<file path="config.mk">
export PLATFORM = sky130hd
export DESIGN_NAME = multicycle_control
export DESIGN_NICKNAME = d
export VERILOG_FILES = /design/src/rtl/multicycle_control_pkg.sv /design/src/rtl/multicycle_control_alu_decoder.sv /design/src/rtl/multicycle_control.sv
export SDC_FILE = /design/constraint.sdc
export NUM_CORES = 1
export LEC_CHECK = 0
export ABC_AREA = 1
export BUFFER_PORTS_ARGS = -buffer_cell sky130_fd_sc_hd__buf_2
export CELL_PAD_IN_SITES_DETAIL_PLACEMENT = 0
export CELL_PAD_IN_SITES_GLOBAL_PLACEMENT = 1
export CORE_UTILIZATION = 36
export DETAILED_ROUTE_END_ITERATION = 8
export HOLD_SLACK_MARGIN = 0.03
export PLACE_DENSITY_LB_ADDON = 0.15
export SKIP_LAST_GASP = 1
export SYNTH_ARGS = -nofsm -noshare
export SYNTH_HDL_FRONTEND = slang
export SYNTH_SLANG_ARGS = --single-unit
export TNS_END_PERCENT = 50
</file>
<file path="constraint.sdc">
create_clock -name clk -period 2.7 [get_ports clk]
set_clock_uncertainty 0.15 [all_clocks]
set_input_delay 0 -clock clk [delete_from_list [all_inputs] [get_ports clk]]
set_output_delay 0 -clock clk [all_outputs]
set_load 0.02 [all_outputs]
</file>
<file path="src/rtl/multicycle_control_pkg.sv">
// multicycle_control_pkg: shared states, mux encodings, ALU codes and RV32I opcodes for the multi-cycle control unit
package multicycle_control_pkg;
  typedef enum logic [3:0] {
    S_FETCH, S_DECODE, S_MEMADR, S_MEMREAD, S_MEMWB, S_MEMWRITE, S_EXECR,
    S_EXECI, S_ALUWB, S_BRANCH, S_JAL, S_JALR, S_LUI, S_TRAP
  } state_t;
  typedef enum logic [1:0] {CLS_ADD, CLS_SUB, CLS_FUNCT} op_class_t;
  localparam logic [1:0] SRCA_PC = 2'b00, SRCA_OLDPC = 2'b01, SRCA_RS1 = 2'b10, SRCA_ZERO = 2'b11;
  localparam logic [1:0] SRCB_RS2 = 2'b00, SRCB_IMM = 2'b01, SRCB_FOUR = 2'b10;
  localparam logic [1:0] RES_ALUOUT = 2'b00, RES_MEM = 2'b01, RES_ALU = 2'b10;
  localparam logic [2:0] IMM_I = 3'b000, IMM_S = 3'b001, IMM_B = 3'b010, IMM_U = 3'b011, IMM_J = 3'b100;
  localparam logic [3:0] ALU_ADD = 4'd0, ALU_SUB = 4'd1, ALU_AND = 4'd2, ALU_OR = 4'd3, ALU_XOR = 4'd4;
  localparam logic [3:0] ALU_SLT = 4'd5, ALU_SLTU = 4'd6, ALU_SLL = 4'd7, ALU_SRL = 4'd8, ALU_SRA = 4'd9;
  localparam logic [6:0] OP_LOAD = 7'b0000011, OP_STORE = 7'b0100011, OP_R = 7'b0110011;
  localparam logic [6:0] OP_I_ALU = 7'b0010011, OP_BRANCH = 7'b1100011, OP_JAL = 7'b1101111;
  localparam logic [6:0] OP_JALR = 7'b1100111, OP_LUI = 7'b0110111, OP_AUIPC = 7'b0010111;
  localparam logic [6:0] OP_FENCE = 7'b0001111, OP_SYSTEM = 7'b1110011;
  localparam logic [2:0] FUN3_BEQ = 3'b000, FUN3_BNE = 3'b001, FUN3_BLT = 3'b100;
  localparam logic [2:0] FUN3_BGE = 3'b101, FUN3_BLTU = 3'b110, FUN3_BGEU = 3'b111;
  localparam logic [1:0] CAUSE_NONE = 2'b00, CAUSE_ILLEGAL = 2'b01, CAUSE_TIMEOUT = 2'b10;
  function automatic logic branch_taken(input logic [2:0] f3, input logic z, input logic lt, input logic ltu);
    return f3 == FUN3_BEQ ? z : f3 == FUN3_BNE ? !z : f3 == FUN3_BLT ? lt :
           f3 == FUN3_BGE ? !lt : f3 == FUN3_BLTU ? ltu : f3 == FUN3_BGEU ? !ltu : 1'b0;
  endfunction
endpackage

</file>
<file path="src/rtl/multicycle_control_alu_decoder.sv">
// multicycle_control_alu_decoder: maps op class and funct fields to an ALU operation and flags illegal encodings
module multicycle_control_alu_decoder
  import multicycle_control_pkg::*;
(
  input  logic [6:0] i_opcode,
  input  logic [2:0] i_funct3,
  input  logic [6:0] i_funct7,
  input  op_class_t  i_class,
  output logic [3:0] o_alu_control,
  output logic       o_illegal
);
  logic w_r, w_f7_ok, w_r_bad, w_i_bad;
  logic [3:0] w_fctrl;
  assign w_r = i_opcode == OP_R;
  assign w_f7_ok = i_funct7 == 7'h00 || i_funct7 == 7'h20;
  assign w_r_bad = !w_f7_ok || (i_funct7 == 7'h20 && i_funct3 != 3'b000 && i_funct3 != 3'b101);
  // for I-ALU funct7 is immediate bits except on shifts
  assign w_i_bad = (i_funct3 == 3'b001 && i_funct7 != 7'h00) || (i_funct3 == 3'b101 && !w_f7_ok);
  always_comb begin
    w_fctrl = ALU_AND;
    case (i_funct3)
      3'b000: w_fctrl = (w_r && i_funct7[5]) ? ALU_SUB : ALU_ADD;
      3'b001: w_fctrl = ALU_SLL;
      3'b010: w_fctrl = ALU_SLT;
      3'b011: w_fctrl = ALU_SLTU;
      3'b100: w_fctrl = ALU_XOR;
      3'b101: w_fctrl = i_funct7[5] ? ALU_SRA : ALU_SRL;
      3'b110: w_fctrl = ALU_OR;
      default: w_fctrl = ALU_AND;
    endcase
  end
  assign o_alu_control = i_class == CLS_FUNCT ? w_fctrl : i_class == CLS_SUB ? ALU_SUB : ALU_ADD;
  assign o_illegal = i_class == CLS_FUNCT && (w_r ? w_r_bad : w_i_bad);
endmodule

</file>
<file path="src/rtl/multicycle_control.sv">
// multicycle_control: RV32I multi-cycle control FSM with shared memory port, traps and retired-instruction counter
module multicycle_control
  import multicycle_control_pkg::*;
#(
  parameter int          ALU_CTRL_W  = 4,
  parameter int unsigned MEM_TIMEOUT = 0,
  parameter int          INSTRET_W   = 32
) (
  input  logic                  clk,
  input  logic                  rst,
  input  logic [6:0]            opcode,
  input  logic [2:0]            funct3,
  input  logic [6:0]            funct7,
  input  logic                  alu_zero,
  input  logic                  alu_lt,
  input  logic                  alu_ltu,
  input  logic                  mem_ready,
  output logic                  pc_write,
  output logic                  ir_write,
  output logic                  adr_src,
  output logic                  mem_read,
  output logic                  mem_write,
  output logic                  reg_write,
  output logic [1:0]            alu_src_a,
  output logic [1:0]            alu_src_b,
  output logic [1:0]            result_src,
  output logic [2:0]            imm_src,
  output logic [ALU_CTRL_W-1:0] alu_control,
  output logic                  trap,
  output logic [1:0]            trap_cause,
  output logic [INSTRET_W-1:0]  instret
);
  state_t r_state, w_next;
  logic [1:0] r_cause;
  logic [31:0] r_stall;
  logic [INSTRET_W-1:0] r_instret;
  logic w_wait, w_timeout, w_illegal, w_pc_write, w_ir_write, w_mem_read, w_mem_write, w_reg_write;
  logic [3:0] w_alu_ctrl;
  op_class_t w_class;
  assign w_wait = r_state == S_FETCH || r_state == S_MEMREAD || r_state == S_MEMWRITE;
  // a ready in the limit cycle completes the access instead of trapping
  assign w_timeout = MEM_TIMEOUT != 0 && w_wait && !mem_ready && r_stall >= MEM_TIMEOUT - 1;
  assign w_class = (r_state == S_DECODE || r_state == S_EXECR || r_state == S_EXECI) ? CLS_FUNCT :
                   r_state == S_BRANCH ? CLS_SUB : CLS_ADD;
  multicycle_control_alu_decoder u_alu_dec (
    .i_opcode(opcode), .i_funct3(funct3), .i_funct7(funct7), .i_class(w_class),
    .o_alu_control(w_alu_ctrl), .o_illegal(w_illegal)
  );
  always_ff @(posedge clk) begin
    if (rst) begin
      r_state <= S_FETCH;
      r_cause <= CAUSE_NONE;
      r_stall <= '0;
      r_instret <= '0;
    end else begin
      r_state <= w_next;
      r_stall <= w_next != r_state ? '0 : (w_wait && !mem_ready) ? r_stall + 32'd1 : r_stall;
      if (w_next == S_TRAP && r_state != S_TRAP) r_cause <= r_state == S_DECODE ? CAUSE_ILLEGAL : CAUSE_TIMEOUT;
      if (w_next == S_FETCH && r_state != S_FETCH) r_instret <= r_instret + INSTRET_W'(1);
    end
  end
  always_comb begin
    w_next = r_state;
    w_pc_write = 1'b0;
    w_ir_write = 1'b0;
    w_mem_read = 1'b0;
    w_mem_write = 1'b0;
    w_reg_write = 1'b0;
    adr_src = 1'b0;
    alu_src_a = SRCA_PC;
    alu_src_b = SRCB_RS2;
    result_src = RES_ALUOUT;
    imm_src = IMM_I;
    case (r_state)
      S_FETCH: begin
        w_mem_read = 1'b1;
        alu_src_b = SRCB_FOUR;
        result_src = RES_ALU;
        w_ir_write = mem_ready;
        w_pc_write = mem_ready;
        w_next = w_timeout ? S_TRAP : mem_ready ? S_DECODE : S_FETCH;
      end
      S_DECODE: begin
        alu_src_a = SRCA_OLDPC;
        alu_src_b = SRCB_IMM;
        imm_src = opcode == OP_AUIPC ? IMM_U : opcode == OP_JAL ? IMM_J : IMM_B;
        case (opcode)
          OP_LOAD, OP_STORE: w_next = S_MEMADR;
          OP_R: w_next = w_illegal ? S_TRAP : S_EXECR;
          OP_I_ALU: w_next = w_illegal ? S_TRAP : S_EXECI;
          OP_BRANCH: w_next = funct3[2:1] == 2'b01 ? S_TRAP : S_BRANCH;
          OP_JAL: w_next = S_JAL;
          OP_JALR: w_next = S_JALR;
          OP_LUI: w_next = S_LUI;
          OP_AUIPC: w_next = S_ALUWB;
          OP_FENCE: w_next = S_FETCH;
          default: w_next = S_TRAP;
        endcase
      end
      S_MEMADR: begin
        alu_src_a = SRCA_RS1;
        alu_src_b = SRCB_IMM;
        imm_src = opcode == OP_STORE ? IMM_S : IMM_I;
        w_next = opcode == OP_STORE ? S_MEMWRITE : S_MEMREAD;
      end
      S_MEMREAD: begin
        adr_src = 1'b1;
        w_mem_read = 1'b1;
        w_next = w_timeout ? S_TRAP : mem_ready ? S_MEMWB : S_MEMREAD;
      end
      S_MEMWB: begin
        result_src = RES_MEM;
        w_reg_write = 1'b1;
        w_next = S_FETCH;
      end
      S_MEMWRITE: begin
        adr_src = 1'b1;
        w_mem_write = 1'b1;
        w_next = w_timeout ? S_TRAP : mem_ready ? S_FETCH : S_MEMWRITE;
      end
      S_EXECR: begin
        alu_src_a = SRCA_RS1;
        w_next = S_ALUWB;
      end
      S_EXECI: begin
        alu_src_a = SRCA_RS1;
        alu_src_b = SRCB_IMM;
        w_next = S_ALUWB;
      end
      S_ALUWB: begin
        w_reg_write = 1'b1;
        w_next = S_FETCH;
      end
      S_BRANCH: begin
        alu_src_a = SRCA_RS1;
        imm_src = IMM_B;
        w_pc_write = branch_taken(funct3, alu_zero, alu_lt, alu_ltu);
        w_next = S_FETCH;
      end
      S_JALR: begin
        alu_src_a = SRCA_RS1;
        alu_src_b = SRCB_IMM;
        w_next = S_JAL;
      end
      S_JAL: begin
        alu_src_a = SRCA_OLDPC;
        alu_src_b = SRCB_FOUR;
        w_pc_write = 1'b1;
        w_next = S_ALUWB;
      end
      S_LUI: begin
        alu_src_a = SRCA_ZERO;
        alu_src_b = SRCB_IMM;
        imm_src = IMM_U;
        w_next = S_ALUWB;
      end
      default: w_next = S_TRAP;
    endcase
  end
  assign pc_write = w_pc_write && !rst;
  assign ir_write = w_ir_write && !rst;
  assign mem_read = w_mem_read && !rst;
  assign mem_write = w_mem_write && !rst;
  assign reg_write = w_reg_write && !rst;
  assign alu_control = ALU_CTRL_W'(r_state == S_DECODE ? ALU_ADD : w_alu_ctrl);
  assign trap = r_state == S_TRAP;
  assign trap_cause = r_cause;
  assign instret = r_instret;
endmodule

</file>
# Word level (Yosys, flattened, before mapping)
# Index checks and enable logic that the tools add are counted.
# W data, S select, Z words.
# totals
ff_bits	38
latchBits	0
ramBits	0
romBits	0
input_bits	23
out_inout_bits	54
word_cells	119
n_memories	0
# classes
n_addsub	1
n_mul	0
div_mod_pow	0
order_cmp	0
eq_ne	37
n_shift	0
muxes	38
n_bitwise	0
n_reduce_logical	40
# ops
op	count
$pmux W4 S9	1
$add A32 B1 Y32 const B	1
$pmux W4 S8	1
$eq A4 B4 Y1 const B	7
$eq A7 B6 Y1 const B	4
$pmux W4 S7	1
$eq A7 B7 Y1 const B	3
$mux W1	18
$mux W3	6
$eq A4 B3 Y1 const B	4
$mux W4	4
$eq A7 B5 Y1 const B	2
$logic_and A1 B1 Y1	13
$eq A3 B3 Y1 const B	4
$pmux W3 S4	1
$reduce_or A2 Y1	6
$reduce_or A5 Y1	2
$eq A4 B2 Y1 const B	2
$logic_not A4 Y1	2
$pmux W2 S2	2
$eq A7 B2 Y1 const B	1
$eq A7 B4 Y1 const B	1
$logic_not A7 Y1	1
$reduce_bool A7 Y1	1
other kinds (17)	28

# Longest topological paths before layout
# Gate-level depths: netlist (run 1).
# logic_depth
ltp_word	12
ltp_mapped	18
depth_no_buf	17

# Modules after synthesis
# Synthesis (run 1) repeated with hierarchy kept, for this count alone.
# hier_totals
cells_unflattened	577
hier_area_um2	3196.8
# modules_own_cells
mod	n_inst	cells_per_inst	area_per_inst_um2	seq_area_each_um2
multicycle_control	1	528	2991.6	760.7
multicycle_control_alu_decoder	1	49	205.2	0.0

# Worst setup path after synthesis (run 1)
# No wires, ideal clock.
# synth_timing
path_kind	reg-to-reg
start	reg r_instret[0], in the netlist instret[0]
end	reg r_instret[26], in the netlist instret[26]
setup_ns	0.115
t_arrival_ns	2.045
t_required_ns	2.435
slack_ns	0.390
path_stages_with_launch	13
n_path_buf	0
period_less_slack_ns	2.310
cell_sequence	dfxtp_1 > ha_1 > nand3_1 > nor2_1 > nand3_1 > nor2_1 > nand2_1 > nor2_1 > nand3_1 > xnor2_1 > nand3b_1 > nand2_1 > nor2_1
# synth_between
elab_chain_len	1
# synth_rtl
element	line	rtl
start, declared	multicycle_control.sv:36	logic [INSTRET_W-1:0] r_instret;
start signal, assigned	multicycle_control.sv:59	if (w_next == S_FETCH && r_state != S_FETCH) r_instret <= r_instret + INSTRET_W'(1);
$add A32 B1 Y32	multicycle_control.sv:59	
# Every way passes these cells.
# A chain may end at the register's enable or synchronous reset.

# Worst setup path in the final report (run 1)
# layout_timing
start	reg r_state[3]
end	reg r_instret[8], in the netlist instret[8]
# layout_between
elab_chain_len	11
elab_cells_between_ends	28
cone_classes	eq/ne (13); mux (6); reduce/logical (9)
# layout_rtl
element	line	rtl
start, declared	multicycle_control.sv:33	state_t r_state, w_next;
start signal, assigned	multicycle_control.sv:56	r_state <= w_next;
$eq A4 B1 Y1 or $eq A4 B3 Y1 (tied branches)	multicycle_control.sv:43, multicycle_control.sv:74	
$logic_or A1 B1 Y1 (2 in series)	multicycle_control.sv:43	assign w_class = (r_state == S_DECODE || r_state == S_EXECR || r_state == S_EXECI) ? CLS_FUNCT :
$mux W2	multicycle_control.sv:43	
$eq A2 B2 Y1	multicycle_control_alu_decoder.sv:33	assign o_illegal = i_class == CLS_FUNCT && (w_r ? w_r_bad : w_i_bad);
$logic_and A1 B1 Y1	multicycle_control_alu_decoder.sv:33	
$mux W4 (on tied branches)	multicycle_control.sv:89, multicycle_control.sv:90	
$pmux W4 S9	multicycle_control.sv:87	case (opcode)
$pmux W4 S8	multicycle_control.sv:74	case (r_state)
$logic_not A4 Y1	multicycle_control.sv:59	
$logic_and A1 B1 Y1 (*)	multicycle_control.sv:59	
# Mark *: on every way between the ends. The rest lies on a longest branch, timed or not.

==> summary.md, run 1 <==
| Metric | Value |
|---|---|
| Outcome | `finished, final reports clean` |
| GPL Wtd Cong | `0.862` |
| Rel. slew slack | `a little under half` |
| Reg clk slew, reported paths | `approximately 80 ps` |
| Fmax achieved | `0.423 GHz` |
| Total length of routed wires | `around 8.4 mm` |
| Setup Buffers After CTS | `0` |
| Vias/cell | `between 4 and 5` |
| Tcrit/Tclk final | `roughly 88%` |
| Most frequent cells in the layout | `nand2_1, nor2_1, buf_2, inv_1` |
| Starting DRT DRC Count | `119` |
| Synth unique cells | `38` |
| Final setup fails | `0` |
| Mapped Cells | `approximately 510` |
| # DRC | `0` |
| WP data arrival | `~2500 ps` |
| I/O Buffers | `76` |
| CTS Root Cell | `clkbuf_8` |
| # IOs | `77` |
| DPL Wire Length | `approximately 6.5 mm` |
| WP data required | `2790 ps` |
| CP delay by family, top | `simple AND/OR/NAND/NOR gates` |
| Starting Density | `a little under two fifths` |
| CP dominant cell by count | `nand2_1` |
| Startpoint Class | `flip-flop` |
| Die Y | `between 90 and 100 µm` |
| Avg Synthesized Cell Area | `5.94 µm²` |
| CP Buf/Inv Count | `2` |
| Average wire per standard cell | `12.1 µm` |
| Fin crit period | `around 2400 ps` |
| Top FF cell, synth | `dfxtp_1` |
| CP max-delay cell | `dfxtp_1` |
| Commonest non-fill, non-tap cell in the layout | `nand2_1` |
| Max-cap violations | `0` |
| Worst-Skew Late Latency | `around 300 ps` |
| P&R area growth vs syn | `20.4%` |
| Vias in the first global route | `about 3000` |
| Setup slack after layout | `roughly 340 ps` |
| Clock buffer depth | `2` |
| Post-synth ARST share | `0%` |
| Num rows | `33` |
| First-pass GRT wire length | `approximately 14 mm` |
| Synthesized flop and latch total | `38` |
| Critical Path Fanout Max | `37` |
| Peak supply drop | `0.000313 V` |
| Slew Limit Fails | `0` |
| NumNets Final | `between 600 and 700` |
| Vias post-DR | `~3300` |
| TNS Setup | `0 ps` |
| GRT Overall Usage | `about a fifth` |
| Antenna violations before repair | `0` |
| CTS tree | `done` |
| Share of layout cells above drive strength 1 | `roughly 20%` |
| Sequential share of the synthesized area | `between 20% and 30%` |
| Place WS | `around 220 ps` |
| Core Area | `between 8000 and 9000 µm²` |
| LEAKAGE | `between 1.5 and 2 nW` |
| Worst slew pin tran | `~800 ps` |
| Syn nets | `535` |
| Final ANT Viol Nets | `0` |
| Clock sinks | `38` |
| Class of the worst hold path | `in -> reg` |
| TritonRoute pass-1 iters | `4` |
| CP max stage delay | `approximately 380 ps` |
| Final Hold Viols | `0` |
| Largest net degree at the start of global routing | `38` |
| CP Class | `reg -> reg` |
| Ys Warns | `0` |
| Final hold slack | `about 54 ps` |
| Die Width | `93.8 µm` |
| Post-Syn Area | `3030 µm²` |
| Critical path cell sequence | `inv_1, nand2_1, nor2_1, inv_1, nand2_1, nand3_1, nand2_1, nand2_1, nand2_2, nor2_8, nand2_4, nand2_1, nand2_1, nor2_1` |
| Total grt overflow | `0` |
| Post-synth EDFFs | `0` |
| Power per cell area | `between 600 and 700 nW/µm²` |
| RSZ-0062 raised after global routing | `no` |
| N_diodes | `0` |
| H-tree Lvls | `2` |
| CTS buffer count | `5` |
| Setup crit end kind | `flip-flop` |
| Die ar. | `8800 µm²` |
what timing repair did:
action,in CTS,in global routing
gates resized for setup,0,2
hold endpoints to repair,14,0
hold buffers,1,0
endpoints found under the setup margin,0,2
kinds of logic (layout without fill, tap and decap cells):
group           count (synthesis)  after routing  synth area share [%]
flops                          38             38                  25.1
mux                             1              1                 0.330
simple gates                  321            321                  47.4
compound gates                 33             33                  6.31
fa+ha+maj                       1              1                 0.412
xor+xnor                       30             30                  8.66
buf+inv                        87            164                  11.8
path summary, 6_finish.rpt:
path            startpoint       endpoint  slack (ps)  cells past startpoint
max             r_state[3]     instret[8]         340                     14
min              mem_ready     r_state[0]          50                      4
max reg2reg     r_state[3]     instret[8]         340                     14
min reg2reg  trap_cause[0]  trap_cause[0]         290                      2
layout make-up:
| cell class | count | area, µm² |
|---|---|---|
| Tap cell | 105 | 131 |
| Clock buffer | 5 | 68.8 |
| Sequential cell | 38 | 761 |
| Clock inverter | 3 | 68.8 |
| Timing Repair Buffer | 81 | 420 |
| Inverter | 75 | 282 |
| Fill cell | 921 | 4520 |
| Multi-Input combinational cell | 386 | 1920 |
through the flow:
| step | power [mW] | std cells | cell area, µm² | util (%) |
|---|---|---|---|---|
| 2_1_floorplan | 1.52 | 511 | 3030 | - |
| 3_3_place_gp | 1.78 | 684 | 3500 | 42.8 |
| 3_5_place_dp | 1.79 | 684 | 3500 | 42.8 |
| 4_1_cts | 2.39 | 693 | 3650 | 44.6 |
| 5_1_grt | 2.58 | 693 | 3650 | 44.7 |
| 6_report | 2.37 | 693 | 3650 | 44.7 |
tightest hold or removal path: cells and delay by family:
kind	cells	cell delay [ps]
compound gates	1	90
simple gates	2	260
buf+inv	1	110
metal layers:
metal	GRT usage, %	vias up	routed length [µm]
met1	30.1	1456	4360
met3	3.56	7	385
met4	5.90	0	85
met5	0	-	0
li1	-	1754	-
met2	29.7	82	3520
state kept, by name (all words and copies together), names as in the netlist:
| signal | flops |
|---|---|
| instret | 32 |
| r_state | 4 |
| trap_cause | 2 |
Yosys cell counts (all sizes together), types with 3 or more instances:
cell type	n	share of area [%]
xor2	25	7.2
inv	75	9.3
buf	10	2.2
nand3	42	7.6
nand2	127	16
nor4	3	0.62
nand3b	6	1.5
o21ai	7	1.2
dfxtp	38	25
nor2	113	16
xnor2	5	1.4
a21oi	17	2.9
nor3	16	2.8
nand4	11	2.3
o211ai	3	0.74
power breakdown:
| group | leakage, nW | switching (mW) | internal, mW |
|---|---|---|---|
| logic | 1.46 | 0.629 | 0.330 |
| clock network | 0.0683 | 0.227 | 0.370 |
| registers | 0.311 | 0.136 | 0.673 |
Note: power is estimated with default switching activity, not from simulation.
==> run 2: changes to the inputs <==
==> constraint.sdc (replaced) <==
create_clock -name clk -period 2.6 [get_ports clk]
set_clock_uncertainty 0.15 [all_clocks]
set_input_delay 0 -clock clk [delete_from_list [all_inputs] [get_ports clk]]
set_output_delay 0 -clock clk [all_outputs]
set_load 0.02 [all_outputs]
==> run 2 against run 1 <==
Non-clock buffer count rose by 3; critical endpoint is now instret[4]; first-iteration DRC count decreased by 14%; maximum frequency grew 1.1%; clock power fell by 25%; global-route usage fell by 0.83 points; critical path depth is the same; sequential share of layout area grew 0.11 points; largest cell class unchanged; register-to-register slack worse by 70 ps; via count decreased by 0.58%; sequential power grew 4.3%.
==> summary.md, run 2 (synthesis results as in run 1) <==
| Metric | Value |
|---|---|
| Fin crit period | `2340 ps (-25.8 ps)` |
| Fmax achieved | `0.428 GHz (+1.1%)` |
| # IOs | `77 (unchanged)` |
| Worst Hold End | `r_state[0]` |
| Vias in the first global route | `2920 (-2.8%)` |
| LEAKAGE | `1.83 nW (-0.33%)` |
| Most frequent cells in the layout | `nand2_1, nor2_1, buf_2, inv_1` |
| CP dominant cell by count | `nand2_1` |
| Worst-Skew Late Latency | `300 ps (about the same)` |
| Worst r2r src | `r_state[3]` |
| Die Width | `93.8 µm (unchanged)` |
| Class of the worst hold path | `in -> reg` |
| WP data arrival | `2380 ps (-80 ps)` |
| RSZ-0062 raised after global routing | `yes` |
| # DRC | `0 (unchanged)` |
| Rel. slew slack | `40.2% (-6.7 points)` |
| P&R area growth vs syn | `19.8%` |
| Vias/cell | `4.71 (-1.0%)` |
| Max-cap violations | `0 (unchanged)` |
| Clock buffer depth | `2 (unchanged)` |
| Starting DRT DRC Count | `102 (-14%)` |
| Reg2reg setup slack | `260 ps (-70 ps)` |
| CP Class | `reg -> reg` |
| CTS tree | `done` |
| Clock sinks | `38 (unchanged)` |
| Hold Path Origin | `mem_ready` |
| Worst r2r dst | `instret[4]` |
| NumNets Final | `614 (+0.49%)` |
| GPL Wtd Cong | `0.861 (-0.14%)` |
| Total power | `2.28 mW (-3.5%)` |
| Antenna violations before repair | `0 (unchanged)` |
| Die Y | `93.8 µm (unchanged)` |
| Starting Density | `37.1% (unchanged)` |
| Num rows | `33 (unchanged)` |
| DPL Wire Length | `6.42 mm (-1.3%)` |
| CP max stage delay | `340 ps (-40 ps)` |
| Critical path cell sequence | `nor2_2, inv_2, nor2_4, inv_2, nand2_1, nand3_1, nand2_1, nand2_1, nand2_2, nor2_8, nand2_4, nand2_1, nand2_1, nor2_1` |
| Power per cell area | `629 nW/µm² (-2.9%)` |
| Core Area | `8180 µm² (unchanged)` |
| Hold Path Depth | `4 (unchanged)` |
| Critical Path Fanout Max | `37 (unchanged)` |
| Final setup fails | `0 (unchanged)` |
| Commonest non-fill, non-tap cell in the layout | `nand2_1` |
| Tcrit/Tclk final | `89.9% (+2.4 points)` |
| I/O Buffers | `76 (unchanged)` |
| TritonRoute pass-1 iters | `4 (unchanged)` |
| Final Hold Viols | `0 (unchanged)` |
| Total grt overflow | `0 (unchanged)` |
| Cells on worst reg2reg path | `14 (unchanged)` |
| CP Buf/Inv Count | `2 (unchanged)` |
| Final core utilization | `44.4% (-0.24 points)` |
| Max reg flops | `32 (unchanged)` |
| GRT Overall Usage | `19.5% (-0.83 points)` |
| CP max-delay cell | `dfxtp_1` |
| Die ar. | `8800 µm² (unchanged)` |
| N_diodes | `0 (unchanged)` |
| Vias post-DR | `3280 (-0.58%)` |
| CTS Root Cell | `clkbuf_8` |
| Setup crit end kind | `flip-flop` |
| Average wire per standard cell | `11.9 µm (-1.6%)` |
| Total length of routed wires | `8.26 mm (-1.2%)` |
| Final ANT Viol Nets | `0 (unchanged)` |
| Share of layout cells above drive strength 1 | `20.8% (+0.40 points)` |
| First-pass GRT wire length | `13.8 mm (-3.2%)` |
| CTS buffer count | `5 (unchanged)` |
| Startpoint Class | `flip-flop` |
| Largest net degree at the start of global routing | `38 (unchanged)` |
| WP data required | `2640 ps (-150 ps)` |
| Reg clk slew, reported paths | `90 ps (about the same)` |
| Slew Limit Fails | `0 (unchanged)` |
| CP delay by family, top | `simple AND/OR/NAND/NOR gates` |
| Setup Buffers After CTS | `0 (unchanged)` |
| Peak supply drop | `0.000244 V (-22%)` |
| Worst slew pin tran | `896 ps (+101 ps)` |
| H-tree Lvls | `2 (unchanged)` |
| Outcome | `finished, final reports clean` |
run 2: cell count changes in the layout (fill, tap and decap cells not counted):
cell / previous run / this run
buf_4: 4 / 7
bufinv_16: 2 / 0
clkbuf_8: 5 / 6
clkinv_2: 0 / 1
clkinv_4: 1 / 0
clkinvlp_4: 0 / 1
run 2: worst max path at each step:
stage	startpoint	endpoint	slack, ps	cells past startpoint
3_3_place_gp	r_state[3]	instret[23]	240	13
4_1_cts	instret[0]	instret[26]	160	12
2_1_floorplan	instret[0]	instret[26]	290	12
3_5_place_dp	instret[0]	instret[26]	170	12
6_report	r_state[3]	instret[4]	260	14
5_1_grt	r_state[3]	instret[23]	-5	14
run 2: routing by layer:
layer  up-vias  routed length (µm)  track usage (%)  part of all wire [%]
met5         -                   0                0                     0
met4         0                  68             3.72                  0.82
met3         9                 293             3.16                   3.5
met2        61                3430             29.8                    42
met1      1451                4470             28.7                    54
li1       1759                   -                -                     -
run 2: report_power, final:
| part | internal [mW] | switching (mW) | total, mW |
|---|---|---|---|
| registers | 0.699 | 0.144 | 0.843 |
| logic | 0.343 | 0.653 | 0.996 |
| clock network | 0.214 | 0.231 | 0.445 |
| total | 1.26 | 1.03 | 2.28 |
run 2: metrics by stage:
| step | instance area, µm² | TNS [ps] | std cells | hold slack [ps] | worst slack [ps] |
|---|---|---|---|---|---|
| 2_1_floorplan | 3030 | 0 | 511 | 25.1 | 290 |
| 3_3_place_gp | 3520 | 0 | 687 | 249 | 245 |
| 3_5_place_dp | 3520 | 0 | 687 | 261 | 169 |
| 4_1_cts | 3630 | 0 | 696 | 30.9 | 163 |
| 5_1_grt | 3630 | -4.52 | 696 | 92.6 | -4.52 |
| 6_report | 3630 | 0 | 696 | 25.9 | 262 |
run 2: worst min-delay path: cells and delay by family:
family / cells / cell delay [ps]
buffers and inverters: 1 / 110
AOI/OAI and AO/OA: 1 / 90
and+or+nand+nor: 2 / 240
run 2: repair_timing:
action,CTS,global route
setup endpoints to repair,0,3
hold endpoints to repair,14,0
gates resized for setup,0,2
hold buffers,1,0
run 2: final cells by class:
| class | instances | area (µm²) |
|---|---|---|
| Clock buffer | 6 | 82.6 |
| Tap cell | 105 | 131 |
| Timing Repair Buffer | 84 | 443 |
| Sequential cell | 38 | 761 |
| Fill cell | 916 | 4540 |
| Inverter | 75 | 282 |
| Multi-Input combinational cell | 386 | 1920 |
| Clock inverter | 2 | 12.5 |
